<file path="config.mk">
export PLATFORM = sky130hd
export DESIGN_NAME = uart_byte_packer
export DESIGN_NICKNAME = d
export VERILOG_FILES = /design/src/rtl/uart_byte_packer_pkg.sv /design/src/rtl/byte_fifo.sv /design/src/rtl/uart_byte_packer.sv
export SDC_FILE = /design/constraint.sdc
export NUM_CORES = 1
export LEC_CHECK = 0
export BUFFER_PORTS_ARGS = -buffer_cell sky130_fd_sc_hd__buf_2
export CAP_MARGIN = 20
export CORE_ASPECT_RATIO = 0.75
export CORE_UTILIZATION = 60
export CTS_CLUSTER_DIAMETER = 200
export DETAILED_ROUTE_END_ITERATION = 10
export HOLD_SLACK_MARGIN = 0.08
export PLACE_DENSITY = 0.76
export SYNTH_ARGS = -nofsm -noshare
export SYNTH_HDL_FRONTEND = slang
export SYNTH_SLANG_ARGS = --single-unit
</file>
<file path="constraint.sdc">
create_clock -name clk -period 10.5 [get_ports clk]
set_clock_uncertainty 0.1 [all_clocks]
set_input_delay 1.575 -clock clk [delete_from_list [all_inputs] [get_ports clk]]
set_output_delay 1.575 -clock clk [all_outputs]
set_load 0.01 [all_outputs]
</file>
<file path="src/rtl/uart_byte_packer_pkg.sv">
// rtl/uart_byte_packer_pkg.sv - shared FSM states, default sync byte and sizing helper for uart_byte_packer
package uart_byte_packer_pkg;

  // Frame emission states; ST_CSUM is only reachable when UART_PACKER_CSUM_EN is defined.
  typedef enum logic [2:0] {
    ST_IDLE    = 3'd0,
    ST_SYNC    = 3'd1,
    ST_LEN     = 3'd2,
    ST_PAYLOAD = 3'd3,
    ST_CSUM    = 3'd4
  } packer_state_t;

  // Marker placed in front of every frame.
  localparam logic [7:0] DEFAULT_SYNC_BYTE = 8'hA5;

  // Pointer width for a buffer of the given depth; never narrower than one bit.
  function automatic int unsigned ptr_width(input int unsigned depth);
    return (depth > 1) ? $clog2(depth) : 1;
  endfunction

endpackage

</file>
<file path="src/rtl/byte_fifo.sv">
// rtl/byte_fifo.sv - first-word-fall-through byte FIFO with occupancy count
module byte_fifo
  import uart_byte_packer_pkg::*;
#(
  parameter int unsigned DEPTH = 128,
  localparam int unsigned AW = ptr_width(DEPTH),
  localparam int unsigned CW = AW + 1
) (
  input  logic          clk,
  input  logic          rst,
  input  logic          wr_en,
  input  logic [7:0]    wr_data,
  input  logic          rd_en,
  output logic [7:0]    rd_data,
  output logic          full,
  output logic          empty,
  output logic [CW-1:0] count
);

  logic [7:0]    mem [DEPTH];
  logic [AW-1:0] wr_ptr;
  logic [AW-1:0] rd_ptr;
  logic          do_wr;
  logic          do_rd;

  // Writes into a full FIFO and reads from an empty one are ignored here,
  // so callers may request freely and watch full/empty for the outcome.
  assign full    = (count == CW'(DEPTH));
  assign empty   = (count == '0);
  assign do_wr   = wr_en && !full;
  assign do_rd   = rd_en && !empty;
  assign rd_data = mem[rd_ptr];

  // Storage array; only the slots between the pointers hold live data, so no reset is needed.
  always_ff @(posedge clk) begin
    if (do_wr) begin
      mem[wr_ptr] <= wr_data;
    end
  end

  // Pointers wrap naturally at DEPTH; count tracks occupancy including the full state.
  always_ff @(posedge clk or posedge rst) begin
    if (rst) begin
      wr_ptr <= '0;
      rd_ptr <= '0;
      count  <= '0;
    end else begin
      if (do_wr) begin
        wr_ptr <= wr_ptr + 1'b1;
      end
      if (do_rd) begin
        rd_ptr <= rd_ptr + 1'b1;
      end
      case ({do_wr, do_rd})
        2'b10:   count <= count + 1'b1;
        2'b01:   count <= count - 1'b1;
        default: count <= count;
      endcase
    end
  end

endmodule

</file>
<file path="src/rtl/uart_byte_packer.sv">
// rtl/uart_byte_packer.sv - groups UART bytes into sync/length/payload frames; optional checksum via UART_PACKER_CSUM_EN
module uart_byte_packer
  import uart_byte_packer_pkg::*;
#(
  parameter int unsigned PAYLOAD_LEN    = 64,
  parameter int unsigned BUF_DEPTH      = 128,
  parameter int unsigned TIMEOUT_CYCLES = 100000,
  parameter logic [7:0]  SYNC_BYTE      = DEFAULT_SYNC_BYTE
) (
  input  logic       clk,
  input  logic       rst,
  input  logic       rx_done_signal,
  input  logic [7:0] rx_data,
  output logic [7:0] m_data,
  output logic       m_valid,
  input  logic       m_ready,
  output logic       m_first,
  output logic       m_last,
  output logic       overflow,
  output logic       busy
);

  localparam int unsigned CW = ptr_width(BUF_DEPTH) + 1;
  localparam int unsigned TW = $clog2(TIMEOUT_CYCLES + 1);
  localparam logic [CW-1:0] PAYLOAD_C = CW'(PAYLOAD_LEN);
  localparam logic [TW-1:0] TIMEOUT_C = TW'(TIMEOUT_CYCLES);

  packer_state_t state;
  packer_state_t state_nxt;

  logic [CW-1:0] fifo_count;
  logic          fifo_full;
  logic          fifo_empty;
  logic [7:0]    fifo_head;

  logic [7:0]    frame_len;
  logic [7:0]    remaining;
  logic [TW-1:0] idle_cnt;
  logic [CW-1:0] take_len;
  logic          wr_accept;
  logic          trigger;
  logic          pop;

  assign wr_accept = rx_done_signal && !fifo_full;
  assign trigger   = (fifo_count >= PAYLOAD_C) || (!fifo_empty && (idle_cnt == TIMEOUT_C));
  assign take_len  = (fifo_count >= PAYLOAD_C) ? PAYLOAD_C : fifo_count;
  assign pop       = (state == ST_PAYLOAD) && m_ready;
  assign busy      = (state != ST_IDLE);

  byte_fifo #(
    .DEPTH (BUF_DEPTH)
  ) u_fifo (
    .clk     (clk),
    .rst     (rst),
    .wr_en   (rx_done_signal),
    .wr_data (rx_data),
    .rd_en   (pop),
    .rd_data (fifo_head),
    .full    (fifo_full),
    .empty   (fifo_empty),
    .count   (fifo_count)
  );

`ifdef UART_PACKER_CSUM_EN
  logic [7:0] csum;

  // XOR of the frame's payload bytes, restarted while the sync byte is on the bus.
  always_ff @(posedge clk or posedge rst) begin
    if (rst) begin
      csum <= 8'h00;
    end else if (state == ST_SYNC) begin
      csum <= 8'h00;
    end else if (pop) begin
      csum <= csum ^ fifo_head;
    end
  end
`endif

  // Next-state and stream outputs; every output is a decode of registered state, so
  // nothing on the stream side depends combinationally on m_ready or the rx inputs.
  always_comb begin
    state_nxt = state;
    m_valid   = 1'b0;
    m_data    = 8'h00;
    m_first   = 1'b0;
    m_last    = 1'b0;
    case (state)
      ST_IDLE: begin
        if (trigger) begin
          state_nxt = ST_SYNC;
        end
      end
      ST_SYNC: begin
        m_valid = 1'b1;
        m_data  = SYNC_BYTE;
        m_first = 1'b1;
        if (m_ready) begin
          state_nxt = ST_LEN;
        end
      end
      ST_LEN: begin
        m_valid = 1'b1;
        m_data  = frame_len;
        if (m_ready) begin
          state_nxt = ST_PAYLOAD;
        end
      end
      ST_PAYLOAD: begin
        m_valid = 1'b1;
        m_data  = fifo_head;
        if (remaining == 8'd1) begin
`ifdef UART_PACKER_CSUM_EN
          if (m_ready) begin
            state_nxt = ST_CSUM;
          end
`else
          m_last = 1'b1;
          if (m_ready) begin
            state_nxt = ST_IDLE;
          end
`endif
        end
      end
      ST_CSUM: begin
`ifdef UART_PACKER_CSUM_EN
        m_valid = 1'b1;
        m_data  = csum;
        m_last  = 1'b1;
        if (m_ready) begin
          state_nxt = ST_IDLE;
        end
`else
        state_nxt = ST_IDLE;
`endif
      end
      default: begin
        state_nxt = ST_IDLE;
      end
    endcase
  end

  // State register plus the frame length frozen at the trigger and the payload countdown.
  always_ff @(posedge clk or posedge rst) begin
    if (rst) begin
      state     <= ST_IDLE;
      frame_len <= 8'h00;
      remaining <= 8'h00;
    end else begin
      state <= state_nxt;
      if ((state == ST_IDLE) && trigger) begin
        frame_len <= 8'(take_len);
        remaining <= 8'(take_len);
      end else if (pop) begin
        remaining <= remaining - 8'd1;
      end
    end
  end

  // Silence counter: restarts on each accepted byte and when a frame starts,
  // otherwise counts idle cycles with data pending and parks at the timeout.
  always_ff @(posedge clk or posedge rst) begin
    if (rst) begin
      idle_cnt <= '0;
    end else if (wr_accept) begin
      idle_cnt <= '0;
    end else if ((state == ST_IDLE) && trigger) begin
      idle_cnt <= '0;
    end else if ((state == ST_IDLE) && !fifo_empty && (idle_cnt != TIMEOUT_C)) begin
      idle_cnt <= idle_cnt + 1'b1;
    end
  end

  // Sticky drop flag; only reset clears it.
  always_ff @(posedge clk or posedge rst) begin
    if (rst) begin
      overflow <= 1'b0;
    end else if (rx_done_signal && fifo_full) begin
      overflow <= 1'b1;
    end
  end

endmodule

</file>
==> run summary, run 1 <==
======================================================================================
Core Box Area ...........................................................    70600 um2
Arr. time, crit path ....................................................      4.82 ns
Min-Delay Path Class ....................................................   reg -> reg
Number of design rule violations left after detail routing ..............            0
TritonCTS sink count ....................................................         1082
Main flop type after synthesis .......................................... sky130_fd_sc_hd__edfxtp_1
Die area ................................................................    73000 um2
RSZ-0062 raised after global routing ....................................        false
Number of hold-slack violations in the final timing report ..............            0
Top library cells by usage in the layout, fill and taps aside ........... sky130_fd_sc_hd__edfxtp_1, sky130_fd_sc_hd__mux4_2, sky130_fd_sc_hd__nor2_1
Combined buffer and inverter count along the critical path ..............            2
PD cells ................................................................   248 nW/um2
Largest stage delay, worst path .........................................      1.13 ns
Endpoint required time on the critical path .............................      8.83 ns
Source-to-sink clock delay at the later pin of the worst-skew pair ......      0.66 ns
CTS tree ................................................................          yes
Area share of the largest cell type after synthesis .....................        0.712
Post-synthesis cell area ................................................    43200 um2
Initial DRT Pass Iterations .............................................            6
Pin count of the biggest net entering global routing ....................          136
Crit path cell chain .................................................... buf_12 > mux4_2 > a22oi_1 > o21ai_0 > nor4_1 > o311a_1 > a211oi_1 > buf_2
Fillcell total ..........................................................         4373
Gr usage total ..........................................................        0.283
Buffers on Ports ........................................................           24
Cell accounting for the most synthesized area ........................... sky130_fd_sc_hd__edfxtp_1
Yosys cell types ........................................................           77
H-tree Lvls .............................................................            3
Hold Path Origin ........................................................ frame_len[0]
Proportion of layout cells with a drive suffix above 1 ..................        0.199
Total wire length .......................................................    102000 um
Initial antenna violation count .........................................            4
TritonCTS Buffers .......................................................           93
DIE WIDTH ...............................................................       312 um
Origin of the critical flop-to-flop path ................................     state[1]
Count of state elements after synthesis .................................         1082
Detailed Route Iter0 Violations .........................................         3252
Relative slew margins ...................................................        0.241
Setup_tns ...............................................................         0 ns
Initial core utilization ................................................        0.611
Max-slew violation total from the final report ..........................            0
CP Max Fanout ...........................................................          135
Status ..................................................................    completed
Per-cell routed wire length .............................................      31.2 um
Area growth syn-to-layout ...............................................        9.22%
Count of nets left with antenna violations after detail routing .........            0
Post-DP HPWL ............................................................     61300 um
Standard cell with the maximum stage delay on the critical path ......... sky130_fd_sc_hd__dfrtp_4
# Max-Cap Violations ....................................................            0
I/O pin count ...........................................................           25
Net count after synthesis ...............................................         2241
Multi-input logic area ..................................................    10200 um2
Number of flops mapped to enable cells by yosys .........................         1024
Cts repair resizes ......................................................            0
Top post-synthesis cells by area ........................................ sky130_fd_sc_hd__edfxtp_1, sky130_fd_sc_hd__mux4_2, sky130_fd_sc_hd__dfrtp_1, sky130_fd_sc_hd__mux2i_1, sky130_fd_sc_hd__nor2_1
Clock slew at the register clock pins of the worst setup and hold paths .      0.07 ns
Startpoint type of the worst setup path .................................    flip-flop
Detailed-route via count ................................................        22400
Setup crit end kind .....................................................  output port
NumNets Final ...........................................................         2277
Y dimension of the die ..................................................       234 um
Yosys warning total .....................................................            0
Leakage power figure ....................................................      14.9 nW
Sequential cell area ....................................................    32200 um2
Beginning of the critical path .......................................... u_fifo.rd_ptr[1]
Overflow after GRT ......................................................            0
Maximum buffer depth of the clock tree ..................................            3
Async set-or-reset flop fraction in the synthesized netlist .............       0.0536
Sequential element share of the synthesized area ........................        0.746
Number of instances in the synthesized netlist ..........................         2214
Most common cell after layout, fill and taps aside ...................... sky130_fd_sc_hd__edfxtp_1
Worst hold slack ........................................................     0.388 ns
Core Util, Final ........................................................        0.667
Time the final worst path needs with I/O delays and setup ...............      6.50 ns
Post-cts hold buffer count ..............................................            0
Weighted congestion reported at the end of routability-driven placement .        0.893
Via count of the first global-routing pass ..............................        21900
Post-CTS Setup Bufs .....................................................            0
Kind of critical path ...................................................   reg -> out
First-pass GRT wire length ..............................................    149000 um
Highest attainable clock frequency ......................................      154 MHz
Slew at the pin closest to its max-slew limit ...........................      1.14 ns
Cell row count ..........................................................           84
Detail-routed via count per cell ........................................         6.84
Max VDD drop ............................................................   0.000362 V
Avg Cell Area, Syn ......................................................     19.5 um2
Setup violators final ...................................................            0
Library cell used as clock root buffer .................................. sky130_fd_sc_hd__clkbuf_16
Final period util .......................................................        0.619
Gate family responsible for the most delay along the worst path ......... compound AO/OA/AOI/OAI gates
======================================================================================
## through the flow
step | total power, mW | instances | worst slack, ns | area, um2
after floorplan | 7.30 | 2214 | 6.16 | 43200
after global placement | 8.28 | 3100 | 4.83 | 44100
after detailed placement | 8.32 | 3101 | 4.85 | 44100
after CTS | 11.7 | 3268 | 4.17 | 47100
after global routing | 12.0 | 3269 | 3.93 | 47100
final | 11.7 | 3269 | 4.00 | 47100
## metal layers
| metal | vias up | wire length (um) | GRT usage |
|---|---|---|---|
| li1 | 9074 | - | - |
| met1 | 11600 | 40400 | 0.418 |
| met2 | 1475 | 45800 | 0.412 |
| met3 | 256 | 12100 | 0.0804 |
| met4 | 6 | 3580 | 0.0892 |
| met5 | - | 150 | 0.0130 |
## flip-flops by register name, summed over array words and instances (netlist names)
signal	count
remaining	8
frame_len	8
u_fifo.rd_ptr	7
idle_cnt	17
u_fifo.wr_ptr	7
u_fifo.mem	1024
overflow	1
state	2
u_fifo.count	8
## area by class of cell
cell class	instances	share of cell area
Antenna cell	1	0.0000531
Tap cell	946	0.0251
Timing Repair Buffer	60	0.00942
Sequential cell	1082	0.683
Clock buffer	112	0.0531
Multi-Input combinational cell	997	0.217
Inverter	16	0.00127
Clock inverter	55	0.0104
## kinds of logic after synthesis
group	Yosys count	share of synthesized area
AO/OA/AOI/OAI	204	0.0340
XOR/XNOR	42	0.00852
adder cells (fa/ha/maj)	15	0.00435
buffers and inverters	135	0.0169
flip-flops	1082	0.746
multiplexers	349	0.149
AND/OR/NAND/NOR	387	0.0408
## path summary, 6_finish.rpt
| check | to | slack (ns) | cells after the start |
|---|---|---|---|
| max | m_data[5] | 4.00 | 8 |
| min | frame_len[0] | 0.39 | 2 |
| max reg2reg | u_fifo.count[6] | 6.14 | 12 |
| min reg2reg | frame_len[0] | 0.39 | 2 |
| max in group asynchronous | u_fifo.rd_ptr[1] | 8.69 | 3 |
| min in group asynchronous | u_fifo.count[6] | 1.02 | 3 |
## worst reg2reg max path: stages, from the launching register on
cell and delay, ns:
sky130_fd_sc_hd__dfrtp_1 0.55, sky130_fd_sc_hd__ha_1 0.41, sky130_fd_sc_hd__nand2_1 0.21, sky130_fd_sc_hd__a21oi_1 0.85, sky130_fd_sc_hd__ha_1 0.65, sky130_fd_sc_hd__xor2_1 0.14
sky130_fd_sc_hd__ha_1 0.24, sky130_fd_sc_hd__nand2_1 0.06, sky130_fd_sc_hd__o21ai_0 0.07, sky130_fd_sc_hd__a221o_1 0.40, sky130_fd_sc_hd__mux2_2 0.28, sky130_fd_sc_hd__a31oi_1 0.19
sky130_fd_sc_hd__xnor2_1 0.13
## synth_stat cells, types with 7 or more instances
library cell / count
sky130_fd_sc_hd__mux4_2: 230
sky130_fd_sc_hd__nand4_1: 11
sky130_fd_sc_hd__inv_1: 14
sky130_fd_sc_hd__nand2_1: 71
sky130_fd_sc_hd__and2_1: 13
sky130_fd_sc_hd__o221ai_1: 11
sky130_fd_sc_hd__xnor2_1: 25
sky130_fd_sc_hd__mux2_2: 9
sky130_fd_sc_hd__ha_1: 15
sky130_fd_sc_hd__a21oi_1: 31
sky130_fd_sc_hd__edfxtp_1: 1024
sky130_fd_sc_hd__and3_1: 7
sky130_fd_sc_hd__dfrtp_1: 58
sky130_fd_sc_hd__buf_2: 45
sky130_fd_sc_hd__o21ai_0: 27
sky130_fd_sc_hd__a22o_1: 7
sky130_fd_sc_hd__nand3_1: 25
sky130_fd_sc_hd__nor2b_1: 15
sky130_fd_sc_hd__o22ai_1: 24
sky130_fd_sc_hd__mux2i_1: 106
sky130_fd_sc_hd__a22oi_1: 20
sky130_fd_sc_hd__a221oi_1: 9
sky130_fd_sc_hd__xor2_1: 17
sky130_fd_sc_hd__clkbuf_1: 38
sky130_fd_sc_hd__a211oi_1: 18
sky130_fd_sc_hd__buf_4: 18
sky130_fd_sc_hd__nor2_1: 193
sky130_fd_sc_hd__nor3_1: 14
sky130_fd_sc_hd__buf_6: 8
## power by group
part | internal [mW] | switching, mW | total (mW)
clock | 1.90 | 1.53 | 3.42
sequential | 4.86 | 0.238 | 5.10
combinational | 1.32 | 1.86 | 3.18
total | 8.08 | 3.63 | 11.7
Power figures use the tool's default switching activity.
==> inputs of run 2 (changes only) <==
==> constraint.sdc (replaced) <==
create_clock -name clk -period 6.7 [get_ports clk]
set_clock_uncertainty 0.1 [all_clocks]
set_input_delay 1.005 -clock clk [delete_from_list [all_inputs] [get_ports clk]]
set_output_delay 1.005 -clock clk [all_outputs]
set_load 0.01 [all_outputs]
==> run 2 against run 1 <==
Net effect: setup slack worse by 2.9 ns; first-iteration DRC count is 6.1% higher; worst hold slack worse by 0.019 ns; global-route usage increased by 0.55 points; power grew 56%; sequential cell count is the same.
==> run summary, run 2 (same netlist as run 1, synthesis figures left out) <==
======================================================================================
Final Power .............................................................      18.3 mW
Cts repair resizes ......................................................            0
Status ..................................................................    completed
Max reg flops ...........................................................         1024
Detailed Route Iter0 Violations .........................................         3449
Final Worst Setup Slack .................................................      1.07 ns
Highest attainable clock frequency ......................................      178 MHz
Area growth syn-to-layout ...............................................        9.26%
Startpoint type of the worst setup path .................................    flip-flop
I/O pin count ...........................................................           25
Final Instance Count excl. Fillers ......................................         3277
Overflow after GRT ......................................................            0
Weighted congestion reported at the end of routability-driven placement .        0.899
Endpoint required time on the critical path .............................      5.59 ns
Top library cells by usage in the layout, fill and taps aside ........... sky130_fd_sc_hd__edfxtp_1, sky130_fd_sc_hd__mux4_2, sky130_fd_sc_hd__nor2_1
Initial core utilization ................................................        0.611
H-tree Lvls .............................................................            3
Fillcell total ..........................................................         4442
Y dimension of the die ..................................................       234 um
Largest stage delay, worst path .........................................      1.05 ns
Total wire length .......................................................    104000 um
Buffers on Ports ........................................................           24
Max VDD drop ............................................................   0.000353 V
Leakage power figure ....................................................      14.9 nW
TritonCTS Buffers .......................................................           95
TritonCTS sink count ....................................................         1082
Post-cts hold buffer count ..............................................            0
NumNets Final ...........................................................         2280
Per-cell routed wire length .............................................      31.7 um
Multi-input logic area ..................................................    10300 um2
Cell occurring most often along the worst timing path ................... sky130_fd_sc_hd__o21ai_0
Core Box Area ...........................................................    70600 um2
Die area ................................................................    73000 um2
Proportion of layout cells with a drive suffix above 1 ..................        0.199
Slew at the pin closest to its max-slew limit ...........................      1.17 ns
Count of nets left with antenna violations after detail routing .........            0
Relative slew margins ...................................................        0.199
Worst slack after detailed placement ....................................      1.80 ns
Post-DP HPWL ............................................................     62100 um
Registers with the most flip-flops ...................................... u_fifo.mem (1024), idle_cnt (17)
Pin count of the biggest net entering global routing ....................          105
Via count of the first global-routing pass ..............................        22100
Worst hold slack ........................................................     0.369 ns
Largest register by flop count ..........................................   u_fifo.mem
Gr usage total ..........................................................        0.288
Setup violators final ...................................................            0
# Max-Cap Violations ....................................................            0
Max-slew violation total from the final report ..........................            0
Final period util .......................................................        0.840
Setup crit end kind .....................................................  output port
Detail-routed via count per cell ........................................         6.88
RSZ-0062 raised after global routing ....................................        false
Post-placement cell count ...............................................         3101
Number of design rule violations left after detail routing ..............            0
Crit path cell chain .................................................... buf_12 > buf_4 > mux4_2 > mux2_2 > a21oi_1 > o21ai_0 > o21ai_0 > a32oi_1 > buf_2
Initial antenna violation count .........................................            3
Number of diodes ........................................................            0
Min-Delay Path Class ....................................................   reg -> reg
Number of hold-slack violations in the final timing report ..............            0
CTS tree ................................................................          yes
Library cell used as clock root buffer .................................. sky130_fd_sc_hd__clkbuf_16
First-pass GRT wire length ..............................................    150000 um
DIE WIDTH ...............................................................       312 um
CP Max Fanout ...........................................................           63
Detailed-route via count ................................................        22500
Cell row count ..........................................................           84
Maximum buffer depth of the clock tree ..................................            3
Standard cell with the maximum stage delay on the critical path ......... sky130_fd_sc_hd__dfrtp_4
Source-to-sink clock delay at the later pin of the worst-skew pair ......      0.68 ns
Sequential cell area ....................................................    32200 um2
Initial DRT Pass Iterations .............................................            6
Arr. time, crit path ....................................................      4.52 ns
Post-CTS Setup Bufs .....................................................            0
PD cells ................................................................   387 nW/um2
Clock slew at the register clock pins of the worst setup and hold paths .      0.06 ns
Kind of critical path ...................................................   reg -> out
Setup_tns ...............................................................         0 ns
Time the final worst path needs with I/O delays and setup ...............      5.63 ns
Most common cell after layout, fill and taps aside ...................... sky130_fd_sc_hd__edfxtp_1
======================================================================================
-- run 2: changes by cell type in the layout (fill, tap and decap cells not counted), sizes merged --
cell / change
buf: +1
bufinv: -2
clkbuf: +6
clkinv: +8
clkinvlp: -1
diode: -1
inv: -3
-- run 2: worst paths after layout --
path                             startpoint          endpoint  slack (ns)  depth (start not counted)
max reg2reg                        state[1]   u_fifo.count[6]        2.20                         12
min                            frame_len[6]      frame_len[6]        0.37                          1
max in group asynchronous               rst  u_fifo.rd_ptr[2]        5.48                          3
min reg2reg                    frame_len[6]      frame_len[6]        0.37                          1
max                        u_fifo.rd_ptr[1]         m_data[1]        1.07                          9
min in group asynchronous               rst          overflow        0.43                          3
-- run 2: power breakdown --
group / internal [mW] / switching, mW
clock network: 2.87 / 2.44
registers: 7.62 / 0.429
logic: 2.07 / 2.84
-- run 2: worst max-delay path: cells and delay by family (launching register included) --
kind	cells	cell delay, ns
buffers and inverters	3	1.03
DFF	1	1.05
muxes	2	0.68
AOI/OAI and AO/OA	4	0.96
-- run 2: layout make-up --
class,count,area share
Sequential cell,1082,0.683
Multi-Input combinational cell,997,0.218
Clock buffer,118,0.0525
Tap cell,946,0.0251
Clock inverter,57,0.0104
Timing Repair Buffer,61,0.0101
Inverter,16,0.00127
-- run 2: per-stage QoR --
step,area [um2],utilization
5_1_grt,47200,0.668
3_5_place_dp,44200,0.626
4_1_cts,47200,0.668
3_3_place_gp,44200,0.626
2_1_floorplan,43200,-
6_report,47200,0.668
-- run 2: routing by layer --
metal	track usage	routed length, um	vias up
met5	0.00714	97	-
met1	0.416	40100	11700
li1	-	-	9099
met3	0.0868	13000	268
met4	0.0916	3540	6
met2	0.427	47100	1475
==> inputs of run 3 (changes only) <==
--- a/config.mk
+++ b/config.mk
@@ -5,10 +5,11 @@
 export SDC_FILE = /design/constraint.sdc
 export NUM_CORES = 1
 export LEC_CHECK = 0
+export ABC_AREA = 1
 export BUFFER_PORTS_ARGS = -buffer_cell sky130_fd_sc_hd__buf_2
 export CAP_MARGIN = 20
 export CORE_ASPECT_RATIO = 0.75
-export CORE_UTILIZATION = 60
+export CORE_UTILIZATION = 57
 export CTS_CLUSTER_DIAMETER = 200
 export DETAILED_ROUTE_END_ITERATION = 10
 export HOLD_SLACK_MARGIN = 0.08
==> constraint.sdc (replaced) <==
create_clock -name clk -period 4.95 [get_ports clk]
set_clock_uncertainty 0.1 [all_clocks]
set_input_delay 0.7425 -clock clk [delete_from_list [all_inputs] [get_ports clk]]
set_output_delay 0.7425 -clock clk [all_outputs]
set_load 0.01 [all_outputs]
==> run 3 against run 2 <==
Net effect: count of clock-buffer cells in the layout stayed put; clock power is 40% higher; register-to-register slack worse by 1.3 ns; setup slack worse by 0.93 ns; non-clock buffer count is 35 higher.
==> run summary, run 3 <==
======================================================================================
Final period util .......................................................        0.972
DIE WIDTH ...............................................................       329 um
Initial DRT Pass Iterations .............................................            7
Time the final worst path needs with I/O delays and setup ...............      4.81 ns
Gr usage total ..........................................................        0.288
Crit path cell chain .................................................... inv_16 > buf_12 > o21ai_0 > nand3_1 > nand3_1 > nand2_1 > a21oi_1 > nand3_1 > nand3_1 > a21oi_1 > buf_2
Cell accounting for the most synthesized area ........................... sky130_fd_sc_hd__edfxtp_1
Largest register by flop count ..........................................   u_fifo.mem
Standard cell with the maximum stage delay on the critical path ......... sky130_fd_sc_hd__dfrtp_4
Post-placement cell count ...............................................         5097
Number of hold-slack violations in the final timing report ..............            0
Top library cells by usage in the layout, fill and taps aside ........... sky130_fd_sc_hd__edfxtp_1, sky130_fd_sc_hd__nand2_1, sky130_fd_sc_hd__nor2_1
Top post-synthesis cells by area ........................................ sky130_fd_sc_hd__edfxtp_1, sky130_fd_sc_hd__nand2_1, sky130_fd_sc_hd__nor2_1, sky130_fd_sc_hd__nand3_1, sky130_fd_sc_hd__o21ai_0
Detail-routed via count per cell ........................................         5.95
Setup violators final ...................................................            0
Most common cell in the synthesized netlist ............................. sky130_fd_sc_hd__edfxtp_1
Yosys warning total .....................................................            0
Arr. time, crit path ....................................................      3.97 ns
I/O pin count ...........................................................           25
Max reg flops ...........................................................         1024
Post-synthesis cell area ................................................    45800 um2
Main flop type after synthesis .......................................... sky130_fd_sc_hd__edfxtp_1
Sequential cell area ....................................................    32200 um2
RSZ-0062 raised after global routing ....................................        false
Number of flops mapped to enable cells by yosys .........................         1024
Per-cell routed wire length .............................................      22.3 um
Core Util, Final ........................................................        0.630
Yosys cell types ........................................................           42
Leading cell types by count after synthesis ............................. sky130_fd_sc_hd__edfxtp_1, sky130_fd_sc_hd__nand2_1, sky130_fd_sc_hd__nor2_1, sky130_fd_sc_hd__nand3_1, sky130_fd_sc_hd__o21ai_0
TritonCTS Buffers .......................................................           96
Initial antenna violation count .........................................            1
H-tree Lvls .............................................................            3
Y dimension of the die ..................................................       247 um
Status ..................................................................    completed
Core Box Area ...........................................................    79100 um2
Total wire length .......................................................    118000 um
Slew at the pin closest to its max-slew limit ...........................      1.13 ns
Internal reg-to-reg setup slack .........................................      0.87 ns
Cell row count ..........................................................           89
TritonCTS sink count ....................................................         1082
CTS tree ................................................................          yes
Initial core utilization ................................................        0.579
Library cell used as clock root buffer .................................. sky130_fd_sc_hd__clkbuf_16
Relative slew margins ...................................................        0.247
Worst hold slack ........................................................    0.0948 ns
Highest attainable clock frequency ......................................      208 MHz
Most common cell after layout, fill and taps aside ...................... sky130_fd_sc_hd__edfxtp_1
Sequential element share of the synthesized area ........................        0.704
Gate family responsible for the most delay along the worst path ......... compound AO/OA/AOI/OAI gates
Endpoint required time on the critical path .............................      4.11 ns
Number of instances in the synthesized netlist ..........................         4185
Async set-or-reset flop fraction in the synthesized netlist .............       0.0536
Count of nets left with antenna violations after detail routing .........            0
Post-DP HPWL ............................................................     70800 um
Net count after synthesis ...............................................         4212
Routed length on met1 ...................................................     48000 um
Weighted congestion reported at the end of routability-driven placement .        0.935
Top layer reached by signal wires .......................................         met5
Pin count of the biggest net entering global routing ....................          191
Combined buffer and inverter count along the critical path ..............            3
Overflow after GRT ......................................................            0
Number of design rule violations left after detail routing ..............            0
Fillcell total ..........................................................         5868
Clock slew at the register clock pins of the worst setup and hold paths .      0.06 ns
Avg Cell Area, Syn ......................................................     10.9 um2
Largest stage delay, worst path .........................................      0.85 ns
Post-CTS Setup Bufs .....................................................            0
Wire length on met2 .....................................................     51700 um
Count of state elements after synthesis .................................         1082
Final Instance Count excl. Fillers ......................................         5269
Min-Delay Path Class ....................................................  in -> async
CP Max Fanout ...........................................................           83
Kind of critical path ...................................................   reg -> out
Area share of the largest cell type after synthesis .....................        0.672
Max VDD drop ............................................................   0.000455 V
Startpoint type of the worst setup path .................................    flip-flop
Buffers on Ports ........................................................           24
Setup crit end kind .....................................................  output port
Via count of the first global-routing pass ..............................        28900
Detailed-route via count ................................................        31400
NumNets Final ...........................................................         4176
# Max-Cap Violations ....................................................            0
Multi-input logic area ..................................................    11500 um2
Area growth syn-to-layout ...............................................        8.88%
Registers with the most flip-flops ...................................... u_fifo.mem (1024), idle_cnt (17)
First-pass GRT wire length ..............................................    176000 um
Setup_tns ...............................................................         0 ns
Die area ................................................................    81400 um2
PD cells ................................................................   544 nW/um2
Worst slack after detailed placement ....................................     0.944 ns
Source-to-sink clock delay at the later pin of the worst-skew pair ......      0.67 ns
Detailed Route Iter0 Violations .........................................         4570
Maximum buffer depth of the clock tree ..................................            3
Post-cts hold buffer count ..............................................            0
Final Worst Setup Slack .................................................     0.140 ns
Leakage power figure ....................................................      18.3 nW
Max-slew violation total from the final report ..........................            0
Proportion of layout cells with a drive suffix above 1 ..................       0.0599
Cell occurring most often along the worst timing path ................... sky130_fd_sc_hd__nand3_1
Met3 WL .................................................................     14400 um
======================================================================================
## run 3: changes by cell type in the layout (fill, tap and decap cells not counted), moves of 223 or more
cell / before / now
sky130_fd_sc_hd__mux4_2: 230 / 0
sky130_fd_sc_hd__o21ai_0: 27 / 310
sky130_fd_sc_hd__nor2_1: 192 / 703
sky130_fd_sc_hd__nand2_1: 68 / 983
sky130_fd_sc_hd__nand3_1: 23 / 377
sky130_fd_sc_hd__inv_1: 13 / 236
## run 3: cell type report
type,count,share of cell area
flip-flops and latches,1082,0.647
multi-input cells,2626,0.230
clock buffers,118,0.0505
well taps,1046,0.0263
inverters,247,0.0190
repair buffers,96,0.0168
clock inverters,53,0.0106
diodes,1,0.0000502
## run 3: timing repair
| item | CTS | global route |
|---|---|---|
| hold endpoints to repair | 0 | 0 |
| setup endpoints to repair | 0 | 2 |
| resized for setup | 0 | 3 |
## run 3: worst reg2reg max path, delay by kind of cell (launching register included)
kind	cells	cell delay [ns]
AO/OA/AOI/OAI	3	0.39
AND/OR/NAND/NOR	7	1.06
buffers and inverters	2	0.43
XOR/XNOR	1	0.24
adder cells (fa/ha/maj)	3	1.26
flip-flops	1	0.47
## run 3: through the flow
stage                     total power, mW  area [um2]
after floorplan                      16.6       45800
after global placement               19.4       46800
after detailed placement             19.6       46800
after CTS                            26.9       49800
after global routing                 28.2       49800
final                                27.1       49800
## run 3: report_power, final
| group | total, mW | internal, mW | switching [mW] |
|---|---|---|---|
| registers | 10.6 | 10.3 | 0.276 |
| clock network | 7.43 | 4.13 | 3.30 |
| logic | 9.14 | 2.48 | 6.66 |
| total | 27.1 | 16.9 | 10.2 |
## run 3: final timing paths
check	end	from	depth (start not counted)
worst max-delay path	m_data[4]	u_fifo.rd_ptr[0]	11
worst min-delay path	overflow	rst	2
worst max register to register	u_fifo.count[6]	state[1]	16
worst min register to register	remaining[7]	remaining[7]	1
max in group asynchronous	u_fifo.rd_ptr[1]	rst	3
min in group clk	overflow	rx_done_signal	3
## run 3: logic make-up after synthesis
kind of cell | synth area share
flip-flops | 0.704
AND/OR/NAND/NOR | 0.187
XOR/XNOR | 0.00421
adder cells (fa/ha/maj) | 0.00410
buffers and inverters | 0.0457
AO/OA/AOI/OAI | 0.0552
## run 3: layer usage
layer | up-vias | track usage
li1 | 14200 | -
met1 | 15000 | 0.431
met2 | 1917 | 0.425
met3 | 238 | 0.0579
met4 | 2 | 0.0968
met5 | - | 0
